File: src/rtl/fft_peak_search_if.sv
// Bundles the snooped port-A strobe, read port B and the peak-search result
// bus into one connection between the RAM side and the peak search block.
interface fft_peak_search_if #(
  parameter int AW    = 9,
  parameter int MAG_W = 16
);
  logic             ram_we_a;
  logic [AW-1:0]    ram_addr_a;
  logic             ram_en_b;
  logic [AW-1:0]    ram_addr_b;
  logic [MAG_W-1:0] ram_dout_b;
  logic [MAG_W-1:0] peak_thresh;
  logic             peak_valid;
  logic [AW-1:0]    peak_bin;
  logic [MAG_W-1:0] peak_mag;
  logic             peak_detect;
  logic [15:0]      frame_cnt;
  logic             busy;
  logic             overrun;

  modport master (
    output ram_we_a, ram_addr_a, ram_dout_b, peak_thresh,
    input  ram_en_b, ram_addr_b, peak_valid, peak_bin, peak_mag,
           peak_detect, frame_cnt, busy, overrun
  );

  modport slave (
    input  ram_we_a, ram_addr_a, ram_dout_b, peak_thresh,
    output ram_en_b, ram_addr_b, peak_valid, peak_bin, peak_mag,
           peak_detect, frame_cnt, busy, overrun
  );
endinterface

File: src/rtl/fft_peak_search.sv
// Scans the FFT magnitude RAM after each completed frame write and reports
// the largest bin, its magnitude, a threshold flag and a frame count.
module fft_peak_search #(
  parameter int NPOINT    = 1024,
  parameter int MAG_W     = 16,
  parameter int SKIP_BINS = 1,
  parameter int RD_LAT    = 1,
  parameter int AW        = (NPOINT / 2 > 1) ? $clog2(NPOINT / 2) : 1
) (
  input  logic               sys_clk,
  input  logic               sys_rstn,
  fft_peak_search_if.slave   bus
);
  localparam int            HALF      = NPOINT / 2;
  localparam logic [AW-1:0] LAST_ADDR = AW'(HALF - 1);
  localparam logic [AW-1:0] SKIP_ADDR = AW'(SKIP_BINS);

  typedef enum logic [1:0] {IDLE, SCAN, DRAIN, REPORT} state_t;

  state_t           state_reg, state_next;
  logic [MAG_W-1:0] best_mag_reg;
  logic [AW-1:0]    best_bin_reg;
  logic [MAG_W-1:0] thresh_reg;
  logic             first_reg;
  logic             vld_sr [1:RD_LAT];
  logic [AW-1:0]    addr_sr [1:RD_LAT];
  logic             trigger;
  logic             in_flight;

  assign trigger = bus.ram_we_a && (bus.ram_addr_a == LAST_ADDR);

  // Reads still travelling toward the compare stage; the final compare
  // happens on the same edge that leaves DRAIN.
  always_comb begin
    in_flight = bus.ram_en_b;
    for (int i = 1; i < RD_LAT; i++) begin
      in_flight = in_flight | vld_sr[i];
    end
  end

  always_comb begin
    state_next = state_reg;
    case (state_reg)
      IDLE:    if (trigger) state_next = SCAN;
      SCAN:    if (bus.ram_addr_b == LAST_ADDR) state_next = DRAIN;
      DRAIN:   if (!in_flight) state_next = REPORT;
      REPORT:  state_next = IDLE;
      default: state_next = IDLE;
    endcase
  end

  always_ff @(posedge sys_clk or negedge sys_rstn) begin
    if (!sys_rstn) begin
      state_reg <= IDLE;
    end else begin
      state_reg <= state_next;
    end
  end

  always_ff @(posedge sys_clk or negedge sys_rstn) begin
    if (!sys_rstn) begin
      for (int i = 1; i <= RD_LAT; i++) begin
        vld_sr[i]  <= 1'b0;
        addr_sr[i] <= '0;
      end
    end else begin
      for (int i = RD_LAT; i > 1; i--) begin
        vld_sr[i]  <= vld_sr[i-1];
        addr_sr[i] <= addr_sr[i-1];
      end
      vld_sr[1]  <= bus.ram_en_b;
      addr_sr[1] <= bus.ram_addr_b;
    end
  end

  always_ff @(posedge sys_clk or negedge sys_rstn) begin
    if (!sys_rstn) begin
      bus.ram_en_b    <= 1'b0;
      bus.ram_addr_b  <= '0;
      bus.peak_valid  <= 1'b0;
      bus.peak_bin    <= '0;
      bus.peak_mag    <= '0;
      bus.peak_detect <= 1'b0;
      bus.frame_cnt   <= '0;
      bus.busy        <= 1'b0;
      bus.overrun     <= 1'b0;
      best_mag_reg    <= '0;
      best_bin_reg    <= '0;
      thresh_reg      <= '0;
      first_reg       <= 1'b0;
    end else begin
      bus.peak_valid <= 1'b0;
      bus.overrun    <= trigger && (state_reg != IDLE);

      // Strictly-greater update keeps the lowest bin on ties.
      if (vld_sr[RD_LAT]) begin
        if (first_reg || (bus.ram_dout_b > best_mag_reg)) begin
          best_mag_reg <= bus.ram_dout_b;
          best_bin_reg <= addr_sr[RD_LAT];
        end
        first_reg <= 1'b0;
      end

      case (state_reg)
        IDLE: begin
          if (trigger) begin
            bus.busy       <= 1'b1;
            bus.ram_en_b   <= 1'b1;
            bus.ram_addr_b <= SKIP_ADDR;
            thresh_reg     <= bus.peak_thresh;
            best_mag_reg   <= '0;
            best_bin_reg   <= SKIP_ADDR;
            first_reg      <= 1'b1;
          end
        end
        SCAN: begin
          if (bus.ram_addr_b == LAST_ADDR) begin
            bus.ram_en_b <= 1'b0;
          end else begin
            bus.ram_addr_b <= bus.ram_addr_b + AW'(1);
          end
        end
        REPORT: begin
          bus.peak_valid  <= 1'b1;
          bus.peak_bin    <= best_bin_reg;
          bus.peak_mag    <= best_mag_reg;
          bus.peak_detect <= (best_mag_reg >= thresh_reg);
          bus.frame_cnt   <= bus.frame_cnt + 16'd1;
          bus.busy        <= 1'b0;
        end
        default: ;
      endcase
    end
  end
endmodule

File: src/flat_wrapper.sv
// flat-port wrapper written by rule: the top's interface ports become plain ports
module fft_peak_search_flat 
#(
  parameter int NPOINT    = 1024,
  parameter int MAG_W     = 16,
  parameter int SKIP_BINS = 1,
  parameter int RD_LAT    = 1,
  parameter int AW        = (NPOINT / 2 > 1) ? $clog2(NPOINT / 2) : 1
)
  (sys_clk, sys_rstn, bus_ram_we_a, bus_ram_addr_a, bus_ram_dout_b, bus_peak_thresh, bus_ram_en_b, bus_ram_addr_b, bus_peak_valid, bus_peak_bin, bus_peak_mag, bus_peak_detect, bus_frame_cnt, bus_busy, bus_overrun);
  fft_peak_search_if #(.AW(AW), .MAG_W(MAG_W)) bus_i ();
  input  logic sys_clk;
  input  logic sys_rstn;
  input wire logic [$bits(bus_i.ram_we_a)-1:0] bus_ram_we_a;
  input wire logic [$bits(bus_i.ram_addr_a)-1:0] bus_ram_addr_a;
  input wire logic [$bits(bus_i.ram_dout_b)-1:0] bus_ram_dout_b;
  input wire logic [$bits(bus_i.peak_thresh)-1:0] bus_peak_thresh;
  output wire logic [$bits(bus_i.ram_en_b)-1:0] bus_ram_en_b;
  output wire logic [$bits(bus_i.ram_addr_b)-1:0] bus_ram_addr_b;
  output wire logic [$bits(bus_i.peak_valid)-1:0] bus_peak_valid;
  output wire logic [$bits(bus_i.peak_bin)-1:0] bus_peak_bin;
  output wire logic [$bits(bus_i.peak_mag)-1:0] bus_peak_mag;
  output wire logic [$bits(bus_i.peak_detect)-1:0] bus_peak_detect;
  output wire logic [$bits(bus_i.frame_cnt)-1:0] bus_frame_cnt;
  output wire logic [$bits(bus_i.busy)-1:0] bus_busy;
  output wire logic [$bits(bus_i.overrun)-1:0] bus_overrun;
  assign bus_i.ram_we_a = bus_ram_we_a;
  assign bus_i.ram_addr_a = bus_ram_addr_a;
  assign bus_i.ram_dout_b = bus_ram_dout_b;
  assign bus_i.peak_thresh = bus_peak_thresh;
  assign bus_ram_en_b = bus_i.ram_en_b;
  assign bus_ram_addr_b = bus_i.ram_addr_b;
  assign bus_peak_valid = bus_i.peak_valid;
  assign bus_peak_bin = bus_i.peak_bin;
  assign bus_peak_mag = bus_i.peak_mag;
  assign bus_peak_detect = bus_i.peak_detect;
  assign bus_frame_cnt = bus_i.frame_cnt;
  assign bus_busy = bus_i.busy;
  assign bus_overrun = bus_i.overrun;
  fft_peak_search #(.NPOINT(NPOINT), .MAG_W(MAG_W), .SKIP_BINS(SKIP_BINS), .RD_LAT(RD_LAT), .AW(AW)) u_core (.sys_clk(sys_clk), .sys_rstn(sys_rstn), .bus(bus_i));
endmodule
File: config.mk
export PLATFORM = sky130hd
export DESIGN_NAME = fft_peak_search_flat
export DESIGN_NICKNAME = d
export VERILOG_FILES = /design/src/rtl/fft_peak_search_if.sv /design/src/rtl/fft_peak_search.sv /design/src/flat_wrapper.sv
export SDC_FILE = /design/constraint.sdc
export NUM_CORES = 1
export LEC_CHECK = 0
export ABC_AREA = 1
export ABC_CLOCK_PERIOD_IN_PS = 4700
export BUFFER_PORTS_ARGS = -buffer_cell sky130_fd_sc_hd__buf_2
export CORE_UTILIZATION = 55
export DETAILED_ROUTE_END_ITERATION = 16
export PLACE_DENSITY = 0.86
export SYNTH_ARGS = -nofsm -noshare
export SYNTH_HDL_FRONTEND = slang
export SYNTH_SLANG_ARGS = --single-unit
File: constraint.sdc
create_clock -name sys_clk -period 4.7 [get_ports sys_clk]
set_input_delay 0.47 -clock sys_clk [delete_from_list [all_inputs] [get_ports sys_clk]]
set_output_delay 0.47 -clock sys_clk [all_outputs]
set_load 0.05 [all_outputs]
==> results.json <==
{
  "cts.hold.buffers_added": 0,
  "fillers": 774,
  "synth_seq_area_share": 0.503,
  "required_ns": 4.96,
  "gr-total-overflow": 0,
  "clk_latency_ns": 0.37,
  "worst_setup_timing_slack_at_the_placement_stage_ns": 2.15,
  "num_rows": 35,
  "die-area_um2": 10300,
  "drt_first_iter_violations": 330,
  "synth_fp_nets": 689,
  "area.growth.synth_to_final_pct": 13.5,
  "p_leak_nw": 3.47,
  "root_buffer": "clkbuf_8",
  "skew_ns": 0.0129,
  "mostFrequentLayoutCells": "141 x nand2_1, 109 x dfrtp_1, 97 x buf_2, 80 x inv_1, 46 x a21oi_1",
  "drive_gt1_frac": 0.197,
  "drt_pass1_iterations": 5,
  "post_cts_gate_resize_count": 0,
  "insertedDiodeCount": 0,
  "initial_utilization": 0.576,
  "power_per_cell_area_nw_per_um2": 537,
  "timing_worst_setup_path_type": "reg2reg",
  "layer_with_the_highest_usage_after_global_routing": "met2",
  "grt_first_pass_wirelength_mm": 18.9,
  "ys_warn_count": 0,
  "vdd.ir_drop.worst_v": 0.000305,
  "post_cts_buffers": 0,
  "slew-limit-headroom": 0.267,
  "gr-usage-met1": 0.332,
  "layout.area.seq_um2": 2730,
  "grt.met3_usage": 0.0421,
  "chipWidth_um": 101,
  "clock.fmax_mhz": 400,
  "use_met2": 0.378,
  "multi_input_comb_area_um2": 2270,
  "num-nets-final": 778,
  "run_status": "complete, no violations",
  "clk_transition_reported_paths_ns": 0.10,
  "timing.final.crit_share": 0.532,
  "synthesis.instances": 606,
  "fin_tns_setup_ns": 0,
  "avgViaCountPerCell": 5.20,
  "post_synth_instance_area_um2": 5430,
  "htreeDepth": 3,
  "initial_antenna_violation_count": 0,
  "routed-via-count": 4314,
  "clock_path_buffers": 2,
  "finalHoldViolCount": 0,
  "syn_avg_cell_area_um2": 8.95,
  "report.final.setup_viol": 0,
  "tritoncts": "yes",
  "cts-buffers-inserted": 9,
  "worst_slew_pin_slew_ns": 1.10,
  "crit_path_max_fanout": 34,
  "boundaryPins": 99,
  "tritoncts_num_sinks": 109,
  "slew_viol_final": 0,
  "maxCapViolations": 0,
  "synth.distinct_cells": 37,
  "wirelength_mm": 11.1,
  "place.port_buffers": 98,
  "type_of_origin_of_the_critical_path": "flop",
  "post_drt_wl_per_cell_um": 13.4,
  "final_common_cell": "nand2_1",
  "ant_nets": 0,
  "seq_cells_post_synth": 109,
  "route.detailed.drc": 0,
  "rr_worst_depth": 14,
  "gpl.final_weighted_congestion": 0.945,
  "grt_setup_unrepaired": "false",
  "critical_path_arrival_ns": 2.76,
  "die_height_um": 101,
  "track_usage": 0.237,
  "final_core_util": 0.654,
  "coreArea_um2": 9420,
  "detailedPlacementHpwl_mm": 8.26,
  "crit_path_end_kind": "flop",
  "hp_class": "in2async",
  "grt_pass1_vias": 4130,
  "timing.final.ws_setup_ns": 2.20,
  "finalCriticalPeriod_ns": 2.50,
  "grt_start_max_net_pins": 83,
  "final.hold.worst_slack_ns": 0.257
}
per-stage QoR:
step	power (mW)	instances	cell area (um^2)
3_5_place_dp	2.80	813	5980
3_3_place_gp	2.73	813	5980
2_1_floorplan	2.45	606	5430
5_1_grt	3.52	829	6160
4_1_cts	3.32	829	6160
6_report	3.31	829	6160
worst paths after layout:
| kind | end | startpoint | slack (ns) |
|---|---|---|---|
| worst max-delay path | u_core.best_mag_reg[3]$_DFF_PN0_ | u_core.best_mag_reg[7]$_DFF_PN0_ | 2.20 |
| worst min-delay path | u_core.bus.frame_cnt[14]$_DFFE_PN0P_ | sys_rstn | 0.26 |
| worst max register to register | u_core.best_mag_reg[3]$_DFF_PN0_ | u_core.best_mag_reg[7]$_DFF_PN0_ | 2.20 |
| worst min register to register | u_core.addr_sr[7]$_DFF_PN0_ | u_core.bus.ram_addr_b[7]$_DFFE_PN0P_ | 0.45 |
| max in group asynchronous | u_core.bus.ram_en_b$_DFFE_PN0P_ | sys_rstn | 3.53 |
| min in group sys_clk | u_core.thresh_reg[4]$_DFFE_PN0P_ | bus_peak_thresh[4] | 0.30 |
metal layers:
layer  up-vias  wire, um  part of all wire
li1       2119         -                 -
met1      2032      5110              0.46
met2       151      5210              0.47
met3        12       639             0.057
met4         0       146             0.013
met5         -         0                 0
synthesized netlist by cell type, drive strengths merged:
library cell | count | area, um^2
nor3b | 2 | 20.0
nor2 | 43 | 186
buf | 12 | 85.1
o21ai | 41 | 209
nand3b | 2 | 27.5
ha | 39 | 488
a21oi | 46 | 230
inv | 81 | 304
clkbuf | 11 | 41.3
dfrtp | 109 | 2730
and3 | 1 | 11.3
nand2 | 143 | 547
xnor2 | 4 | 35.0
or2 | 1 | 6.26
o31ai | 3 | 22.5
nor3 | 6 | 57.6
xor2 | 14 | 123
o21a | 1 | 7.51
nand4 | 6 | 67.6
nand3 | 37 | 195
o211ai | 1 | 7.51
a21o | 1 | 7.51
a32o | 2 | 20.0
power by group:
part	switching [mW]	total (mW)	leakage, nW	internal, mW
clock	0.323	0.524	0.0946	0.200
sequential	0.199	1.38	1.40	1.18
combinational	1.05	1.40	1.98	0.359
total	1.57	3.31	3.47	1.74
layout make-up:
| type | count | share of cell area |
|---|---|---|
| multi-input cells | 393 | 0.368 |
| inverters | 81 | 0.0494 |
| flip-flops and latches | 109 | 0.443 |
| clock inverters | 7 | 0.00935 |
| repair buffers | 101 | 0.0837 |
| well taps | 129 | 0.0262 |
| clock buffers | 9 | 0.0201 |
logic make-up (layout without fill, tap and decap cells):
logic type	count (synthesis)	after routing	synth area share
XOR/XNOR	18	18	0.0291
buffers and inverters	104	198	0.0793
adder cells (fa/ha/maj)	39	39	0.0899
AO/OA/AOI/OAI	95	95	0.0929
flip-flops	109	109	0.503
AND/OR/NAND/NOR	241	241	0.206
critical path: stages, from the launching register on:
cell     delay (ns)
dfrtp_1        0.43
inv_1          0.09
ha_1           0.30
nand2_1        0.07
nor2_1         0.16
nand2_1        0.07
nand2_1        0.05
nand2_1        0.05
nand2_1        0.05
nand2_1        0.05
nand2_1        0.37
buf_4          0.40
nand3_1        0.14
nand2_1        0.10
nor2_1         0.05
(Power assumes the default switching activity.)
